==> src/rtl/dsi_pkg.sv <==
// Shared types and constants for the DSI lane feeder: FSM states, the buffered
// byte entry layout and the data value driven when the lane pulls from an empty buffer.
package dsi_pkg;

    typedef enum logic [2:0] {
        ST_IDLE,
        ST_START,
        ST_WAIT_ACT,
        ST_SEND,
        ST_DRAIN
    } feeder_state_t;

    localparam logic [7:0] UNDERFLOW_FILL = 8'h00;

    typedef struct packed {
        logic       mode_lp;
        logic       last;
        logic [7:0] data;
    } fifo_entry_t;

    localparam int ENTRY_W = $bits(fifo_entry_t);

endpackage

==> src/rtl/dsi_sync_fifo.sv <==
// Single-clock FIFO with show-ahead head output; pointers carry one extra bit so
// full and empty are distinguished without a separate counter.
module dsi_sync_fifo #(
    parameter int WIDTH = 10,
    parameter int DEPTH = 8
) (
    input  logic                       clk,
    input  logic                       rst_n,
    input  logic                       wr_en,
    input  logic [WIDTH-1:0]           wr_data,
    input  logic                       rd_en,
    output logic [WIDTH-1:0]           rd_data,
    output logic                       full,
    output logic                       empty,
    output logic [$clog2(DEPTH):0]     level
);

    localparam int AW = $clog2(DEPTH);

    logic [WIDTH-1:0] mem [DEPTH];
    logic [AW:0]      wr_ptr;
    logic [AW:0]      rd_ptr;
    logic             do_wr;
    logic             do_rd;

    assign level   = wr_ptr - rd_ptr;
    assign full    = (level == (AW+1)'(DEPTH));
    assign empty   = (level == '0);
    assign do_wr   = wr_en && !full;
    assign do_rd   = rd_en && !empty;
    assign rd_data = mem[rd_ptr[AW-1:0]];

    always_ff @(posedge clk) begin
        if (!rst_n) begin
            wr_ptr <= '0;
            rd_ptr <= '0;
        end else begin
            if (do_wr) wr_ptr <= wr_ptr + 1'b1;
            if (do_rd) rd_ptr <= rd_ptr + 1'b1;
        end
    end

    // Storage needs no reset: entries are only visible between the pointers.
    always_ff @(posedge clk) begin
        if (do_wr) mem[wr_ptr[AW-1:0]] <= wr_data;
    end

endmodule

==> src/rtl/dsi_lane_feeder.sv <==
// Buffers packet bytes from the packet builder and hands them to a DSI lane:
// start handshake, byte-by-byte pulls, finish request, then wait for the lane to go idle.
module dsi_lane_feeder
    import dsi_pkg::*;
#(
    parameter int FIFO_DEPTH    = 8,
    parameter int START_TIMEOUT = 64
) (
    input  logic                          clk_sys,
    input  logic                          rst_n,
    input  logic                          lines_enable,
    input  logic [7:0]                    s_data,
    input  logic                          s_valid,
    input  logic                          s_last,
    input  logic                          s_mode_lp,
    output logic                          s_ready,
    output logic                          lane_lines_enable,
    output logic                          lane_mode_lp,
    output logic                          lane_start_rqst,
    output logic                          lane_fin_rqst,
    output logic [7:0]                    lane_inp_data,
    input  logic                          lane_data_rqst,
    input  logic                          lane_active,
    output logic                          busy,
    output logic                          underflow,
    output logic                          timeout_err,
    input  logic                          clr_err,
    output logic [$clog2(FIFO_DEPTH):0]   fifo_level
);

    localparam int TW = $clog2(START_TIMEOUT + 2);

    feeder_state_t state;
    fifo_entry_t   wr_entry;
    fifo_entry_t   head;
    logic [TW-1:0] timer;
    logic          in_pkt;
    logic          pkt_mode;
    logic          drop;
    logic          full;
    logic          empty;
    logic          push;
    logic          pop;
    logic          send_pop;
    logic          drop_pop;

    assign s_ready  = !full;
    assign push     = s_valid && s_ready;

    // Mode is taken from the first byte only and replicated into the whole packet.
    assign wr_entry = '{mode_lp: (in_pkt ? pkt_mode : s_mode_lp), last: s_last, data: s_data};

    assign send_pop = rst_n && (state == ST_SEND) && lane_data_rqst && !empty;
    assign drop_pop = (state == ST_IDLE) && drop && !empty;
    assign pop      = send_pop || drop_pop;

    assign lane_fin_rqst     = send_pop && head.last;
    assign lane_inp_data     = ((state == ST_SEND) && !empty) ? head.data : UNDERFLOW_FILL;
    assign lane_lines_enable = lines_enable;
    assign busy              = (state != ST_IDLE);

    dsi_sync_fifo #(
        .WIDTH (ENTRY_W),
        .DEPTH (FIFO_DEPTH)
    ) u_fifo (
        .clk     (clk_sys),
        .rst_n   (rst_n),
        .wr_en   (push),
        .wr_data (wr_entry),
        .rd_en   (pop),
        .rd_data (head),
        .full    (full),
        .empty   (empty),
        .level   (fifo_level)
    );

    always_ff @(posedge clk_sys) begin
        if (!rst_n) begin
            in_pkt   <= 1'b0;
            pkt_mode <= 1'b0;
        end else if (push) begin
            if (!in_pkt) pkt_mode <= s_mode_lp;
            in_pkt <= !s_last;
        end
    end

    always_ff @(posedge clk_sys) begin
        if (!rst_n) begin
            state           <= ST_IDLE;
            lane_start_rqst <= 1'b0;
            lane_mode_lp    <= 1'b0;
            timer           <= '0;
            drop            <= 1'b0;
            underflow       <= 1'b0;
            timeout_err     <= 1'b0;
        end else begin
            lane_start_rqst <= 1'b0;
            // Later set assignments in the case below override this clear.
            if (clr_err) begin
                underflow   <= 1'b0;
                timeout_err <= 1'b0;
            end
            case (state)
                ST_IDLE: begin
                    // A timed-out packet is discarded here, one entry per cycle.
                    if (drop) begin
                        if (drop_pop && head.last) drop <= 1'b0;
                    end else if (lines_enable && !empty) begin
                        state           <= ST_START;
                        lane_start_rqst <= 1'b1;
                        lane_mode_lp    <= head.mode_lp;
                    end
                end
                ST_START: begin
                    state <= ST_WAIT_ACT;
                    timer <= '0;
                end
                ST_WAIT_ACT: begin
                    if (lane_active) begin
                        state <= ST_SEND;
                    end else if (timer > TW'(START_TIMEOUT)) begin
                        timeout_err <= 1'b1;
                        drop        <= 1'b1;
                        state       <= ST_IDLE;
                    end else begin
                        timer <= timer + 1'b1;
                    end
                end
                ST_SEND: begin
                    if (lane_data_rqst) begin
                        if (empty)          underflow <= 1'b1;
                        else if (head.last) state     <= ST_DRAIN;
                    end
                end
                ST_DRAIN: begin
                    if (!lane_active) state <= ST_IDLE;
                end
                default: state <= ST_IDLE;
            endcase
        end
    end

endmodule

==> config.mk <==
export PLATFORM = sky130hd
export DESIGN_NAME = dsi_lane_feeder
export DESIGN_NICKNAME = d
export VERILOG_FILES = /design/src/rtl/dsi_pkg.sv /design/src/rtl/dsi_sync_fifo.sv /design/src/rtl/dsi_lane_feeder.sv
export SDC_FILE = /design/constraint.sdc
export NUM_CORES = 1
export LEC_CHECK = 0
export CAP_MARGIN = 0
export CORE_ASPECT_RATIO = 0.75
export CORE_MARGIN = 1.5
export CORE_UTILIZATION = 35
export CTS_BUF_LIST = sky130_fd_sc_hd__clkbuf_16
export DETAILED_ROUTE_END_ITERATION = 7
export DONT_BUFFER_PORTS = 1
export SLEW_MARGIN = 15
export SYNTH_ARGS = -nofsm -noshare
export SYNTH_HDL_FRONTEND = slang
export SYNTH_SLANG_ARGS = --single-unit
==> constraint.sdc <==
create_clock -name clk_sys -period 8.3 [get_ports clk_sys]
set_clock_uncertainty 0.1 [all_clocks]
set_input_delay 2.075 -clock clk_sys [delete_from_list [all_inputs] [get_ports clk_sys]]
set_output_delay 2.075 -clock clk_sys [all_outputs]
set_load 0.1 [all_outputs]
==> impl_metrics.json, run 1 <==
{
  "status": "complete, no violations",
  "dieArea_sq_um": 13870,
  "vias_per_cell": 5.137,
  "cp_max_fo": 10,
  "cts.sinks": 108,
  "r2r_slack_ns": 4.38,
  "drt_iter0_drc": 201,
  "cts_tree": "done",
  "routedWlPerCell_microns": 17.81,
  "area_growth_pct": 13.36,
  "cts_made_buffers": 9,
  "ys_types": 48,
  "synth_edf_count": 80,
  "drc": 0,
  "cts_setup_buffers": 0,
  "path_clk_slew_ns": 0.07,
  "port-buffer-count": 0,
  "max_slew_margin_pct": 27.77,
  "vias": 2589,
  "reg2reg_depth": 8,
  "diodes": 0,
  "yosysSeqAreaShare_pct": 64.28,
  "drv_cap": 0,
  "synthSimpleGateAreaFrac_pct": 10.50,
  "path_class": "reg2out",
  "antenna_found_initial": 0,
  "core_sq_um": 12930,
  "synthesis.nets": 345,
  "worstMarginPinSlew_ns": 1.082,
  "grt_pass1_vias": 2494,
  "final_area_sq_um": 5225,
  "synth_area_per_cell_sq_um": 14.40,
  "min_path_cells": 2,
  "hold_viol": 0,
  "fp.dieH_microns": 102.4,
  "synth_commonest_cells": "edfxtp_1, dfxtp_1, nor2_1",
  "post-synth-top-count-cell": "edfxtp_1",
  "start_util_pct": 35.66,
  "finalCriticalPeriod_ns": 6.713,
  "arrival_ns": 4.54,
  "synth_top_flop_cell": "edfxtp_1",
  "firstDrtPassIters": 4,
  "p_per_area_nw_per_um2": 227.3,
  "synth-xor-area-share_pct": 1.520,
  "nNetsFinal": 353,
  "yosysWarnings": 0,
  "syn_inst": 320,
  "clock_latency_ns": 0.34,
  "fillers": 1154,
  "yosys.area.top_type": "edfxtp_1",
  "post_cts_resize_count": 0,
  "rows": 36,
  "overflow": 0,
  "r2r_start": "u_fifo.wr_ptr[0]",
  "rsz0062_at_grt": "no",
  "required_ns": 6.12,
  "crit_path_start_kind": "register",
  "drive_gt1_share_pct": 20.72,
  "synthAdderAreaFrac_pct": 2.334,
  "hp-class": "reg2reg",
  "endpoint_kind": "output pin",
  "track_usage_pct": 13.68,
  "grt_max_degree": 21,
  "synth_area_sq_um": 4609,
  "cts_hold_buf": 0,
  "yosys_register_bits": 108,
  "hold_path_end": "in_pkt",
  "hpwl_microns": 5870,
  "period_share_pct": 80.88,
  "drtAntennaViolNets": 0,
  "dpl_worst_slack_ns": 1.938,
  "synth_top_area_share_pct": 52.12,
  "synth-compound-area-share_pct": 6.026,
  "muxShareOfSynthArea_pct": 12.84,
  "worstHoldStart": "in_pkt",
  "placed_area_sq_um": 4936,
  "synth_top_family_by_area": "multiplexers",
  "die_width_microns": 135.5,
  "worst_slack_ns": 1.587,
  "setup_violations": 0,
  "maxSlewViolCount": 0,
  "place.gp.congestion": 0.7955,
  "tns_ns": 0,
  "grt_pass1_wl_microns": 14010,
  "drt-total-wl_microns": 8976,
  "ios": 37,
  "rr_endpoint": "u_fifo.mem[4][9]",
  "fmax_ghz": 0.1490,
  "synthArstFlopShare_pct": 0,
  "clock_path_buffers": 2,
  "synth_area_leaders": "edfxtp_1, dfxtp_1, mux4_2",
  "htree_levels": 3,
  "p_leak_nw": 1.674,
  "cts-root-buf": "clkbuf_16",
  "peakVddDrop_mv": 0.09678
}
[metal layers]
metal	vias to the layer above	share of wire, %	track usage [%]
li1	1242	-	-
met1	1290	49	19.92
met2	52	45	20.13
met3	5	5.2	2.976
met4	0	0.91	4.963
met5	-	0	0
[logic make-up (layout without fill, tap and decap cells)]
kind of cell,count (synthesis),count (layout)
simple gates,93,93
xor+xnor,8,8
mux,34,34
buf+inv,28,41
compound gates,41,41
flops,108,108
fa+ha+maj,8,8
[worst max-delay path, stage by stage (launching register included)]
cell	delay [ns]
dfxtp_1	0.39
inv_1	0.20
ha_1	0.21
inv_1	0.06
fa_1	1.17
nor3_1	0.23
o21ai_2	0.25
nand3_1	0.61
nor2_2	1.06
[how the worst max path moves through the flow]
stage,start,endpoint,depth (start not counted),slack [ns]
after floorplan,u_fifo.wr_ptr[0],lane_fin_rqst,9,0.76
after global placement,u_fifo.wr_ptr[0],lane_inp_data[3],8,2.01
after detailed placement,u_fifo.wr_ptr[0],lane_inp_data[3],8,1.94
after CTS,u_fifo.wr_ptr[0],lane_inp_data[3],8,1.54
after global routing,u_fifo.wr_ptr[0],lane_inp_data[3],8,1.40
final,u_fifo.wr_ptr[0],lane_inp_data[3],8,1.59
[state kept, by name (all words and copies together) (netlist names), named ones only]
name and flops:
in_pkt 1, u_fifo.rd_ptr 4, lane_mode_lp 1, timeout_err 1, state 3, lane_start_rqst 1
pkt_mode 1, u_fifo.mem 80, timer 7, u_fifo.wr_ptr 4, drop 1, underflow 1
[stage by stage]
stage	total power [mW]	hold slack, ns	cells	utilization, %
finish	1.188	0.3846	504	40.42
detailed placement	0.7835	0.3697	488	38.18
floorplan	0.7538	0.3381	320	-
global placement	0.7809	0.3481	488	38.18
global route	1.233	0.4351	504	40.42
CTS	1.196	0.3914	504	40.42
[final cells by class]
type                       instances  area (sq um)  share of cell area (%)
clock buffer                       9         225.2                   4.310
multi-input combinational        184          1608                   30.77
clock inverter                     7         63.81                   1.221
inverter                          15         56.30                   1.078
sequential                       108          2963                   56.70
tap                              171         214.0                   4.095
timing repair buffer              10         95.09                   1.820
[cells in the final DEF, fill, tap and decap left out, types with 7 or more instances in the layout]
cell	instances
o21ai_0	7
a21oi_1	14
inv_1	15
nand2_1	13
ha_1	7
nor3_1	7
dfxtp_1	28
nor2_1	19
clkbuf_16	9
mux2i_1	13
edfxtp_1	80
nand3_1	11
nor2_2	9
mux4_2	20
buf_4	9
[report_power, final]
group          total [mW]  switching (mW)  internal (mW)
Clock               0.417           0.205          0.212
Sequential          0.632          0.0305          0.602
Combinational       0.138          0.0996         0.0386
Note: power is estimated with default switching activity, not from simulation.
==> run 2, diff against run 1 <==
clock period = 6.45 ns   (was 8.3 ns; I/O delays follow)
==> run 2 against run 1 <==
Net effect: combinational power is 33% higher; critical path depth increased by 3; clock power is 28% higher; sequential power is 29% higher; die area unchanged; non-clock buffer count rose by 11; global-route usage grew 0.51 points; critical endpoint is now lane_fin_rqst; largest power group unchanged; highest routed layer unchanged.
==> impl_metrics.json, run 2 (same netlist as run 1, synthesis figures left out) <==
{
  "clock_latency_ns": 0.34,
  "final_area_sq_um": 5291,
  "core_sq_um": 12930,
  "path_class": "reg2out",
  "p_per_area_nw_per_um2": 289.1,
  "max_slew_margin_pct": 30.86,
  "cts_made_buffers": 9,
  "rsz0062_at_grt": "no",
  "arrival_ns": 3.76,
  "min_path_cells": 2,
  "dieArea_sq_um": 13870,
  "cts_hold_buf": 0,
  "crit_chain": "inv_1, ha_1, inv_1, fa_1, xor2_2, buf_4, nor3_1, o21ai_2, nand3_1, nor3_4, buf_4",
  "fmax_ghz": 0.1828,
  "fp.dieH_microns": 102.4,
  "cp_max_fo": 10,
  "start_util_pct": 35.66,
  "track_usage_pct": 14.19,
  "clock_path_buffers": 2,
  "worstMarginPinSlew_ns": 1.036,
  "cts-root-buf": "clkbuf_16",
  "cp_num_cells": 11,
  "htree_levels": 3,
  "cts_tree": "done",
  "antenna_found_initial": 0,
  "reg2reg_depth": 10,
  "drt-total-wl_microns": 9192,
  "firstDrtPassIters": 4,
  "r2r_slack_ns": 2.95,
  "rr_endpoint": "u_fifo.mem[4][1]",
  "cts.sinks": 108,
  "peakVddDrop_mv": 0.1364,
  "finish.utilization_pct": 40.93,
  "grt_max_degree": 21,
  "tns_ns": 0,
  "die_width_microns": 135.5,
  "required_ns": 4.74,
  "slowest_stage": "nand3_1",
  "layout_common_cells": "edfxtp_1, dfxtp_1, buf_4, mux4_2, nor2_1",
  "hpwl_microns": 5965,
  "crit_path_start_kind": "register",
  "port-buffer-count": 0,
  "drt_iter0_drc": 139,
  "drive_gt1_share_pct": 23.26,
  "fillers": 1166,
  "maxSlewViolCount": 0,
  "area_growth_pct": 14.79,
  "drtAntennaViolNets": 0,
  "status": "complete, no violations",
  "vias": 2651,
  "setup_violations": 0,
  "critPathTopFamily": "simple AND/OR/NAND/NOR gates",
  "finalCriticalPeriod_ns": 5.469,
  "worst_path_largest_cell_delay_ns": 0.65,
  "r2r_start": "u_fifo.wr_ptr[0]",
  "routedWlPerCell_microns": 17.85,
  "layout_commonest_cell": "edfxtp_1",
  "diodes": 0,
  "largest_register_ff_count": 80,
  "placed_area_sq_um": 5005,
  "post_cts_resize_count": 0,
  "grt_pass1_vias": 2625,
  "drv_cap": 0,
  "hold_path_end": "pkt_mode",
  "drc": 0,
  "dpl_worst_slack_ns": 1.306,
  "place.gp.congestion": 0.8315,
  "path_buf_inv": 4,
  "overflow": 0,
  "nNetsFinal": 364,
  "period_share_pct": 84.79,
  "endpoint_kind": "output pin",
  "path_clk_slew_ns": 0.08,
  "cts_setup_buffers": 0,
  "ios": 37,
  "p_leak_nw": 1.733,
  "hold_viol": 0,
  "worst_slack_ns": 0.9810,
  "worstHoldStart": "pkt_mode",
  "rows": 36,
  "vias_per_cell": 5.148,
  "hp-class": "reg2reg",
  "grt_pass1_wl_microns": 14550
}
run 2: power by group:
part	internal (mW)	leakage (nW)	switching [mW]
Combinational	0.0533	0.637	0.130
Clock	0.271	0.142	0.261
Sequential	0.775	0.953	0.0394
Total	1.10	1.73	0.430
run 2: worst reg2reg max path: stages, from the launching register on:
cell,delay (ns)
dfxtp_1,0.40
inv_1,0.20
ha_1,0.20
inv_1,0.05
fa_1,0.40
xor2_2,0.17
buf_4,0.31
or3_1,0.21
o31ai_2,0.07
buf_4,0.22
nor4b_4,0.78
run 2: metal layers:
layer | part of all wire (%) | track usage [%] | wire [microns] | vias up
met1 | 48 | 20.74 | 4437 | 1333
met3 | 5.3 | 3.720 | 483 | 4
met5 | 0 | 0 | 0 | -
li1 | - | - | - | 1268
met4 | 0.63 | 3.970 | 58 | 0
met2 | 46 | 20.88 | 4213 | 46
run 2: how the worst max path moves through the flow:
stage,end,startpoint
2_1_floorplan,lane_inp_data[0],u_fifo.wr_ptr[0]
3_3_place_gp,lane_fin_rqst,u_fifo.wr_ptr[0]
3_5_place_dp,lane_fin_rqst,u_fifo.wr_ptr[0]
4_1_cts,lane_fin_rqst,u_fifo.wr_ptr[0]
5_1_grt,lane_fin_rqst,u_fifo.wr_ptr[0]
6_report,lane_fin_rqst,u_fifo.wr_ptr[0]
run 2: metrics by stage:
| step | power [mW] | instances | hold WS, ns |
|---|---|---|---|
| after floorplan | 0.9703 | 320 | 0.3381 |
| after global placement | 1.010 | 499 | 0.3468 |
| after detailed placement | 1.013 | 499 | 0.3692 |
| after CTS | 1.541 | 515 | 0.3781 |
| after global routing | 1.589 | 515 | 0.4095 |
| final | 1.530 | 515 | 0.3747 |
run 2: layout make-up:
cell class | count | area [sq um] | share of cell area (%)
sequential | 108 | 2963 | 55.99
multi-input combinational | 184 | 1614 | 30.50
clock buffer | 9 | 225.2 | 4.256
tap | 171 | 214.0 | 4.044
timing repair buffer | 21 | 157.7 | 2.979
clock inverter | 7 | 61.31 | 1.159
inverter | 15 | 56.30 | 1.064
==> run 3, diff against run 2 <==
clock period = 5.2 ns   (was 6.45 ns; I/O delays follow)
==> run 3 against run 2 <==
Net effect: combinational power up 26%; largest cell class unchanged; highest routed layer unchanged; critical path type unchanged; critical endpoint unchanged; global-route usage down 0.13 points; routed wire length down 1.6%.
==> impl_metrics.json, run 3 (same netlist as run 1, synthesis figures left out) <==
{
  "status": "complete, no violations",
  "timing.hold.ws_ns": 0.3795,
  "hold_viol": 0,
  "fmax_ghz": 0.2093,
  "drt_iter0_drc": 201,
  "maxSlewViolCount": 0,
  "path_buf_inv": 3,
  "drt-total-wl_microns": 9049,
  "fillers": 1158,
  "finalPower_mw": 1.908,
  "critPathTopFamily": "simple AND/OR/NAND/NOR gates",
  "min_path_cells": 2,
  "ios": 37,
  "clock_latency_ns": 0.35,
  "max_slew_margin_pct": 30.19,
  "p_leak_nw": 1.772,
  "dieArea_sq_um": 13870,
  "drv_cap": 0,
  "crit_chain": "inv_1, ha_1, inv_1, fa_1, xor2_2, nor3_1, o21ai_2, nand3_1, nor3_4, buf_12",
  "required_ns": 3.80,
  "period_share_pct": 91.87,
  "placed_area_sq_um": 5132,
  "cts_tree": "done",
  "nNetsFinal": 366,
  "clock_path_buffers": 2,
  "crit_top_cell": "inv_1",
  "grt_max_degree": 22,
  "layout_commonest_cell": "edfxtp_1",
  "grt_pass1_vias": 2549,
  "cts-root-buf": "clkbuf_16",
  "drtAntennaViolNets": 0,
  "dpl_worst_slack_ns": 0.7563,
  "cp_max_fo": 10,
  "path_clk_slew_ns": 0.07,
  "cts_setup_buffers": 0,
  "worst_path_largest_cell_delay_ns": 0.65,
  "place.gp.congestion": 0.7475,
  "reg2reg_depth": 10,
  "die_width_microns": 135.5,
  "drc": 0,
  "peakVddDrop_mv": 0.1776,
  "cp_num_cells": 10,
  "htree_levels": 3,
  "layout_common_cells": "edfxtp_1, dfxtp_1, mux4_2, nor2_1, inv_1",
  "largest_register_ff_count": 80,
  "area_growth_pct": 17.89,
  "post_cts_resize_count": 0,
  "rows": 36,
  "worst_slack_ns": 0.4229,
  "start_util_pct": 35.66,
  "rsz0062_at_grt": "no",
  "drive_gt1_share_pct": 23.99,
  "hpwl_microns": 6032,
  "cts.sinks": 108,
  "track_usage_pct": 14.06,
  "setup_violations": 0,
  "cts_made_buffers": 9,
  "final_area_sq_um": 5434,
  "fp.dieH_microns": 102.4,
  "worstMarginPinSlew_ns": 1.047,
  "port-buffer-count": 0,
  "routedWlPerCell_microns": 17.47,
  "hp-class": "reg2reg",
  "cts_hold_buf": 0,
  "path_class": "reg2out",
  "grt_pass1_wl_microns": 14260,
  "slowest_stage": "nand3_1",
  "p_per_area_nw_per_um2": 351.1,
  "vias": 2657,
  "arrival_ns": 3.38,
  "core_sq_um": 12930,
  "vias_per_cell": 5.129,
  "endpoint_kind": "output pin",
  "firstDrtPassIters": 4,
  "crit_path_start_kind": "register",
  "overflow": 0,
  "finalCriticalPeriod_ns": 4.777,
  "antenna_found_initial": 1
}
run 3: changes by cell type in the layout (fill, tap and decap cells not counted):
cell / previous run / this run
diode_2: 0 / 1
buf_4: 21 / 14
clkinv_8: 0 / 1
buf_12: 0 / 9
clkinv_1: 1 / 0
run 3: layout make-up:
cell class / count / area [sq um] / share of cell area (%)
Clock inverter: 7 / 73.82 / 1.359
Multi-Input combinational cell: 184 / 1614 / 29.70
Tap cell: 171 / 214.0 / 3.937
Timing Repair Buffer: 23 / 285.3 / 5.250
Clock buffer: 9 / 225.2 / 4.145
Inverter: 15 / 56.30 / 1.036
Sequential cell: 108 / 2963 / 54.52
Antenna cell: 1 / 2.502 / 0.04605
run 3: layer usage:
layer | share of wire [%] | routed length (microns) | track usage (%) | vias to the layer above
met1 | 47 | 4253 | 20.07 | 1319
met5 | 0 | 0 | 0 | -
met2 | 46 | 4186 | 20.29 | 57
met3 | 5.3 | 483 | 3.919 | 13
li1 | - | - | - | 1268
met4 | 1.4 | 125 | 5.624 | 0
run 3: final timing paths:
kind                    start          endpoint  slack [ns]
max reg2reg  u_fifo.wr_ptr[0]  u_fifo.mem[4][2]        1.63
max          u_fifo.wr_ptr[0]     lane_fin_rqst        0.42
min                  pkt_mode          pkt_mode        0.38
min reg2reg          pkt_mode          pkt_mode        0.38
run 3: power by group:
part | internal [mW] | switching, mW
clock network | 0.342 | 0.326
registers | 0.961 | 0.0501
logic | 0.0695 | 0.160
run 3: worst min-delay path, stage by stage, from the launching register on:
cell and delay, ns:
dfxtp_1 0.31, nand3_1 0.05, o21ai_0 0.07
run 3: metrics by stage:
step,instances,setup TNS (ns),utilization (%)
finish,518,0,42.03
floorplan,320,-1.728,-
global route,518,0,42.03
CTS,517,0,42.02
detailed placement,501,0,39.70
global placement,501,0,39.70
